--- src/rtl/cdc_sync_debounce.sv ---
// cdc_sync_debounce
//   Multi-channel synchronizer plus stability filter for slow asynchronous
//   control/status lines (HPD, lock flags, buttons, straps). Each channel runs
//   through a STAGES-deep flop chain. A new level is accepted only after the
//   synchronized value has differed from the current output for FILTER_CNT
//   consecutive cycles. Every accepted change emits a one-cycle rise or fall
//   pulse.
//
// Ports
//   clk_dst    in   1      destination clock, all logic on its rising edge
//   rst_n      in   1      synchronous active-low reset
//   sig_in     in   WIDTH  asynchronous inputs (each bit independent)
//   sig_out    out  WIDTH  filtered, synchronized level per channel
//   rise_pulse out  WIDTH  1-cycle pulse when sig_out[i] goes 0->1
//   fall_pulse out  WIDTH  1-cycle pulse when sig_out[i] goes 1->0
//   busy       out  1      any channel has a pending, not yet accepted change
module cdc_sync_debounce #(
  parameter int               WIDTH      = 4,
  parameter int               STAGES     = 2,
  parameter int               FILTER_CNT = 16,
  parameter logic [WIDTH-1:0] RESET_VAL  = '0
) (
  input  logic             clk_dst,
  input  logic             rst_n,
  input  logic [WIDTH-1:0] sig_in,
  output logic [WIDTH-1:0] sig_out,
  output logic [WIDTH-1:0] rise_pulse,
  output logic [WIDTH-1:0] fall_pulse,
  output logic             busy
);

  localparam int CW = (FILTER_CNT > 1) ? $clog2(FILTER_CNT) : 1;
  localparam logic [CW-1:0] CNT_MAX = CW'(FILTER_CNT - 1);

  (* ASYNC_REG = "TRUE" *) logic [WIDTH-1:0] sync_chain [STAGES];
  logic [WIDTH-1:0] s_p0;
  logic [CW-1:0]    cnt [WIDTH];

  // Synchronized value seen by the filter.
  assign s_p0 = sync_chain[STAGES-1];

  // Pending change = synchronized level disagrees with accepted level.
  assign busy = |(s_p0 ^ sig_out);

  always_ff @(posedge clk_dst) begin
    if (!rst_n) begin
      for (int k = 0; k < STAGES; k++) sync_chain[k] <= RESET_VAL;
      sig_out    <= RESET_VAL;
      rise_pulse <= '0;
      fall_pulse <= '0;
      for (int i = 0; i < WIDTH; i++) cnt[i] <= '0;
    end else begin
      // Synchronizer chain stage boundary.
      sync_chain[0] <= sig_in;
      for (int k = 1; k < STAGES; k++) sync_chain[k] <= sync_chain[k-1];

      // Filter / acceptance stage boundary.
      rise_pulse <= '0;
      fall_pulse <= '0;
      for (int i = 0; i < WIDTH; i++) begin
        if (s_p0[i] == sig_out[i]) begin
          // Input returned to the accepted level: abandon the pending change.
          cnt[i] <= '0;
        end else if (cnt[i] == CNT_MAX) begin
          sig_out[i]    <= s_p0[i];
          rise_pulse[i] <= s_p0[i];
          fall_pulse[i] <= ~s_p0[i];
          cnt[i]        <= '0;
        end else begin
          cnt[i] <= cnt[i] + CW'(1);
        end
      end
    end
  end

endmodule

--- config.mk ---
export PLATFORM = sky130hd
export DESIGN_NAME = cdc_sync_debounce
export DESIGN_NICKNAME = d
export VERILOG_FILES = /design/src/rtl/cdc_sync_debounce.sv
export SDC_FILE = /design/constraint.sdc
export NUM_CORES = 1
export LEC_CHECK = 0
export ABC_CLOCK_PERIOD_IN_PS = 1400
export CELL_PAD_IN_SITES_DETAIL_PLACEMENT = 1
export CELL_PAD_IN_SITES_GLOBAL_PLACEMENT = 2
export CORE_MARGIN = 4
export CORE_UTILIZATION = 32
export DETAILED_ROUTE_END_ITERATION = 6
export GPL_ROUTABILITY_DRIVEN = 0
export PLACE_DENSITY_LB_ADDON = 0.1
export SYNTH_ARGS = -nofsm -noshare
export SYNTH_HDL_FRONTEND = slang
export SYNTH_SLANG_ARGS = --single-unit
--- constraint.sdc ---
create_clock -name clk_dst -period 1.4 [get_ports clk_dst]
set_clock_uncertainty 0.15 [all_clocks]
set_input_delay 0.35 -clock clk_dst [delete_from_list [all_inputs] [get_ports clk_dst]]
set_output_delay 0.35 -clock clk_dst [all_outputs]
set_load 0.05 [all_outputs]
==> results of run 1 <==
==> layout make-up <==
class,count,area [um^2]
fillers,435,1950
flip-flops and latches,36,898
multi-input cells,90,611
repair buffers,39,488
clock buffers,5,68.8
well taps,50,62.6
inverters,5,18.8
clock inverters,3,13.8
==> kinds of logic after synthesis <==
logic type / after synthesis / share of synthesized area [%]
muxes: 4 / 2.85
DFF: 36 / 62.8
other: 1 / 0.267
buffers and inverters: 7 / 1.96
adders and majority gates: 4 / 3.57
and+or+nand+nor: 52 / 20.6
AOI/OAI and AO/OA: 3 / 1.07
xor gates and xnor gates: 11 / 6.87
==> registers in the layout, summed over array words and instances, names as in the netlist <==
name / flops
fall_pulse: 4
sig_out: 4
sync_chain: 8
cnt: 16
rise_pulse: 4
==> what timing repair did <==
action,CTS,global route
pin swaps,1,5
gates cloned,0,0
setup buffers,2,6
endpoints found under the setup margin,8,24
resized for setup,9,18
==> power by group through the flow <==
stage	combinational (uW)	clock, uW	sequential, uW
floorplan	73.4	0	1160
global placement	129	0	1160
detailed placement	134	0	1170
CTS	141	738	1140
global route	165	787	1150
finish	148	701	1140
==> critical path: cells and delay by family (launching register included) <==
family,cells,cell delay [ns]
XOR/XNOR,1,0.15
buffers and inverters,1,0.17
flip-flops,1,0.35
AND/OR/NAND/NOR,1,0.54
==> metrics by stage <==
stage / utilization (%) / TNS (ns) / power, uW
final: 52.5 / -0.586 / 1990
after global routing: 52.5 / -0.743 / 2100
after CTS: 50.7 / -0.751 / 2020
after detailed placement: 47.6 / -4.87 / 1300
after global placement: 47.6 / -4.72 / 1290
after floorplan: - / -0.296 / 1240
==> layer usage <==
layer | share of wire (%) | global-route usage, %
met5 | 0 | 0
met4 | 2.5 | 6.44
met3 | 6.3 | 5.27
met2 | 48 | 18.3
met1 | 43 | 12.2
==> how the worst min path moves through the flow <==
| stage | from | endpoint | slack (ns) | cells past startpoint |
|---|---|---|---|---|
| 5_1_grt | sync_chain[0][1] | sync_chain[0][5] | 0.31 | 1 |
| 3_3_place_gp | sync_chain[0][1] | sync_chain[0][5] | 0.26 | 1 |
| 2_1_floorplan | sync_chain[0][0] | sync_chain[0][4] | 0.26 | 1 |
| 4_1_cts | sync_chain[0][2] | sync_chain[0][6] | 0.29 | 1 |
| 3_5_place_dp | sync_chain[0][2] | sync_chain[0][6] | 0.27 | 1 |
| 6_report | sync_chain[0][2] | sync_chain[0][6] | 0.29 | 1 |
==> layout by cell type (no fill, tap or decap) <==
cell,instances
a21oi_1,2
nand3_2,4
dfxtp_4,4
clkbuf_8,5
buf_6,6
and3_4,1
clkdlybuf4s50_1,4
clkinv_1,1
inv_1,5
conb_1,16
buf_8,1
xor2_1,9
and2_1,8
nor3b_1,4
mux2i_1,4
nor2b_1,4
xnor2_1,2
nand3_1,6
buf_12,12
o21ai_0,1
ha_4,1
ha_2,2
dlymetal6s2s_1,1
and3_1,1
nand2_1,2
nor3_1,2
dfxtp_2,2
nand4b_1,1
nor2_1,12
clkinv_2,2
ha_1,1
nand4_1,3
or4_4,1
edfxtp_1,16
buf_4,15
nor3b_2,3
dfxtp_1,14
==> flow_summary.json, run 1 <==
{
  "cts_tree": "done",
  "antenna_found_initial": 0,
  "start_kind": "register",
  "drtIter0Drc": 18,
  "synth.top_cell.area_share_pct": 34.3,
  "placed_cells": 216,
  "initial_utilization_pct": 34.1,
  "num_vias": 1030,
  "ant_nets": 0,
  "swShare_pct": 22.9,
  "die_w_um": 74.2,
  "post-synth-top-count-cell": "dfxtp_1",
  "crit_required_ns": 0.90,
  "root_buffer": "clkbuf_8",
  "min_period_ns": 1.99,
  "status": "finished, violations left",
  "peakVddDrop_v": 0.000519,
  "pre_cts_ws_ns": -0.312,
  "holdWs_ns": 0.287,
  "die_h_um": 74.2,
  "max_cap_viol_count": 0,
  "overflow": 0,
  "hpwl_um": 2110,
  "die_area_um2": 5510,
  "slew_violations": 0,
  "vias_per_cell": 4.52,
  "power_density_nw_per_um2": 923,
  "power.internal_uw": 1540,
  "setup_viol": 1,
  "worstPathArrival_ns": 1.49,
  "regToRegSetupSlack_ns": 0.05,
  "hold_path.class": "register to register",
  "grt_max_degree": 12,
  "numCtsBuffers": 5,
  "syn_area_per_cell_um2": 11.9,
  "placed_cell_area_um2": 1960,
  "rsz0062_at_grt": "yes",
  "ys_seq_elements": 36,
  "reg2reg_depth": 3,
  "hold_buffers": 0,
  "synthArstFlopShare_pct": 0,
  "end_kind": "output pin",
  "clock_path_buffers": 2,
  "power_frac_clock_pct": 35.1,
  "synth_edf_count": 16,
  "synthTopCellsByArea": "edfxtp_1 (34%), dfxtp_1 (29%), xor2_1 (5.6%)",
  "endpoint": "busy",
  "failed_checks": "negative setup slack",
  "crit_start": "sig_out[3]",
  "synthCells": 118,
  "grt_first_pass_wirelength_um": 4540,
  "fin_nets": 187,
  "crit_fanout": 2,
  "synth_area_leader_cell": "edfxtp_1",
  "drc_errors": 0,
  "htree_levels": 2,
  "yosysWarnings": 0,
  "drive_gt1_share_pct": 33.1,
  "netSwitchingPower_uw": 456,
  "first_global_vias": 1071,
  "diodes": 0,
  "crit_path_max_incr_delay_ns": 0.54,
  "crit_path_top_delay_cell": "or4_4",
  "clk_latency_ns": 0.28,
  "io_buffers": 18,
  "hold_viol_final": 0,
  "final_area_um2": 2160,
  "area_growth_pct": 54.1,
  "grt_util_all_layers_pct": 11.3,
  "routedWlPerCell_um": 12.4,
  "crit_chain": "xor2_1, or4_4, buf_8",
  "synthDistinctLibCells": 24,
  "final_cell_count_no_fill": 228,
  "power_frac_comb_pct": 7.4,
  "ios": 19,
  "rows": 23,
  "fin_ws_ns": -0.586,
  "clk_pin_slew_ns": 0.07,
  "coreArea_um2": 4120,
  "yosys-top-cells-count": "dfxtp_1 (20), edfxtp_1 (16), nor2_1 (12)",
  "period_share_pct": 142,
  "seq_area_frac_synth_pct": 62.8,
  "syn_area_um2": 1400,
  "route.final.wire_length_um": 2840,
  "reg2reg_to": "cnt[0][2]",
  "pwr-share-seq_pct": 57.4,
  "clkSinkCount": 36,
  "firstDrtPassIters": 2,
  "reg2reg_from": "cnt[0][0]",
  "synthFlopType": "dfxtp_1",
  "p_leak_uw": 0.000910,
  "fmax_mhz": 503,
  "path_class": "register to output pin"
}
(Power assumes the default switching activity.)
==> run 2, diff against run 1 <==
--- a/config.mk
+++ b/config.mk
@@ -5,11 +5,11 @@
 export SDC_FILE = /design/constraint.sdc
 export NUM_CORES = 1
 export LEC_CHECK = 0
-export ABC_CLOCK_PERIOD_IN_PS = 1400
+export ABC_CLOCK_PERIOD_IN_PS = 2350
 export CELL_PAD_IN_SITES_DETAIL_PLACEMENT = 1
 export CELL_PAD_IN_SITES_GLOBAL_PLACEMENT = 2
 export CORE_MARGIN = 4
-export CORE_UTILIZATION = 32
+export CORE_UTILIZATION = 38
 export DETAILED_ROUTE_END_ITERATION = 6
 export GPL_ROUTABILITY_DRIVEN = 0
 export PLACE_DENSITY_LB_ADDON = 0.1
==> constraint.sdc (replaced) <==
create_clock -name clk_dst -period 2.35 [get_ports clk_dst]
set_clock_uncertainty 0.15 [all_clocks]
set_input_delay 0.5875 -clock clk_dst [delete_from_list [all_inputs] [get_ports clk_dst]]
set_output_delay 0.5875 -clock clk_dst [all_outputs]
set_load 0.05 [all_outputs]
==> flow_summary.json, run 2 (synthesis results as in run 1) <==
{
  "rsz0062_at_grt": "no",
  "die_h_um": 68.8,
  "start_kind": "register",
  "htree_levels": 2,
  "crit_start": "sig_out[0]",
  "hold_path.class": "register to register",
  "drive_gt1_share_pct": 8.86,
  "placed_cell_area_um2": 1690,
  "end_kind": "output pin",
  "power_frac_comb_pct": 5.0,
  "max_cap_viol_count": 0,
  "coreArea_um2": 3440,
  "routedWlPerCell_um": 12.7,
  "grt_util_all_layers_pct": 13.5,
  "clock_path_buffers": 2,
  "top_register": "cnt",
  "vias_per_cell": 4.58,
  "die_area_um2": 4730,
  "initial_utilization_pct": 40.7,
  "netSwitchingPower_uw": 261,
  "io_buffers": 18,
  "peakVddDrop_v": 0.000481,
  "clk_latency_ns": 0.29,
  "crit_path_top_delay_cell": "clkdlybuf4s50_1",
  "area_growth_pct": 30.1,
  "worstPathArrival_ns": 1.55,
  "slew_violations": 0,
  "numCtsBuffers": 5,
  "crit_required_ns": 1.61,
  "final_area_um2": 1820,
  "critical_path.top_delay_family": "buffers and inverters",
  "overflow": 0,
  "drtIter0Drc": 12,
  "ios": 19,
  "largestRegisters": "cnt: 16 flops, sync_chain: 8 flops",
  "power_frac_clock_pct": 41.9,
  "ff_latch_area_um2": 883,
  "cts_tree": "done",
  "die_w_um": 68.8,
  "fillCellCount": 393,
  "crit_chain": "clkdlybuf4s50_1",
  "ant_nets": 0,
  "tns_ns": 0,
  "setup_viol": 0,
  "layout_common_cells": "dfxtp_1 (18), clkdlybuf4s50_1 (17), edfxtp_1 (16), conb_1 (16), nor2_1 (12)",
  "period_share_pct": 97.4,
  "route.final.wire_length_um": 2600,
  "root_buffer": "clkbuf_8",
  "fmax_mhz": 437,
  "reg2reg_from": "cnt[2][0]",
  "p_leak_uw": 0.000751,
  "slew-limit-headroom_pct": 65.8,
  "power.internal_uw": 1030,
  "crit_fanout": 5,
  "path_class": "register to output pin",
  "rows": 21,
  "swShare_pct": 20.2,
  "largest_register_ff_count": 16,
  "power_uw": 1300,
  "min-delay-start": "sync_chain[0][1]",
  "clkSinkCount": 36,
  "first_global_vias": 1028,
  "cp.buffers_inverters": 1,
  "power_density_nw_per_um2": 710,
  "clk_pin_slew_ns": 0.07,
  "utilization_pct": 53.0,
  "firstDrtPassIters": 2,
  "min_period_ns": 2.29,
  "status": "finished clean",
  "diodes": 0,
  "drc_errors": 0,
  "hold_viol_final": 0,
  "pwr-share-seq_pct": 53.1,
  "crit_path_max_incr_delay_ns": 0.84,
  "worst_pin_slew_ns": 0.511,
  "grt_max_degree": 16,
  "fin_nets": 167,
  "hpwl_um": 2030,
  "grt_first_pass_wirelength_um": 4500,
  "num_vias": 934,
  "multi_input_area_um2": 554,
  "antenna_found_initial": 0,
  "final_common_cell": "dfxtp_1"
}
-- run 2: changes by cell type in the layout (fill, tap and decap cells not counted), moves of 5 or more --
cell / before / now
buf_4: 15 / 1
clkdlybuf4s50_1: 4 / 17
buf_12: 12 / 0
buf_6: 6 / 1
-- run 2: repair_timing --
action	in CTS	in global routing
buffers inserted	0	0
resized for setup	0	3
hold buffers	0	0
endpoints found under the setup margin	0	2
-- run 2: area by class of cell --
class                   count  area share (%)
inverters                   5            1.03
clock buffers               8            6.65
well taps                  46            3.16
flip-flops and latches     36            48.4
repair buffers             19            10.4
multi-input cells          90            30.4
-- run 2: path summary, 6_finish.rpt --
path	end	slack [ns]	cells after the start
worst max-delay path	sig_out[0]	0.06	1
worst min-delay path	sync_chain[0][5]	0.29	1
worst max register to register	cnt[2][3]	0.88	4
worst min register to register	sync_chain[0][5]	0.29	1
-- run 2: power groups by stage --
stage	combinational, uW	clock, uW	sequential [uW]
after floorplan	41.8	0	698
after global placement	59.8	0	700
after detailed placement	62.0	0	702
after CTS	62.4	567	687
after global routing	74.6	585	690
final	65.0	543	687
-- run 2: through the flow --
step | hold slack (ns) | setup slack (ns) | cells
2_1_floorplan | 0.262 | 0.0266 | 133
3_3_place_gp | 0.266 | 0.352 | 196
3_5_place_dp | 0.272 | 0.317 | 196
4_1_cts | 0.292 | 0.00425 | 204
5_1_grt | 0.312 | 0.00355 | 204
6_report | 0.289 | 0.0613 | 204
-- run 2: worst register-to-register path, delay by kind of cell, from the launching register on --
| family | cells | cell delay (ns) |
|---|---|---|
| adders and majority gates | 1 | 0.27 |
| DFF | 1 | 0.43 |
| and+or+nand+nor | 3 | 0.47 |
-- run 2: routing by layer --
metal | track usage [%] | wire (um) | part of all wire [%] | vias to the layer above
li1 | - | - | - | 467
met4 | 8.76 | 44 | 1.7 | 0
met1 | 13.5 | 1040 | 40 | 446
met3 | 5.02 | 134 | 5.2 | 4
met2 | 23.5 | 1380 | 53 | 17
met5 | 0 | 0 | 0 | -
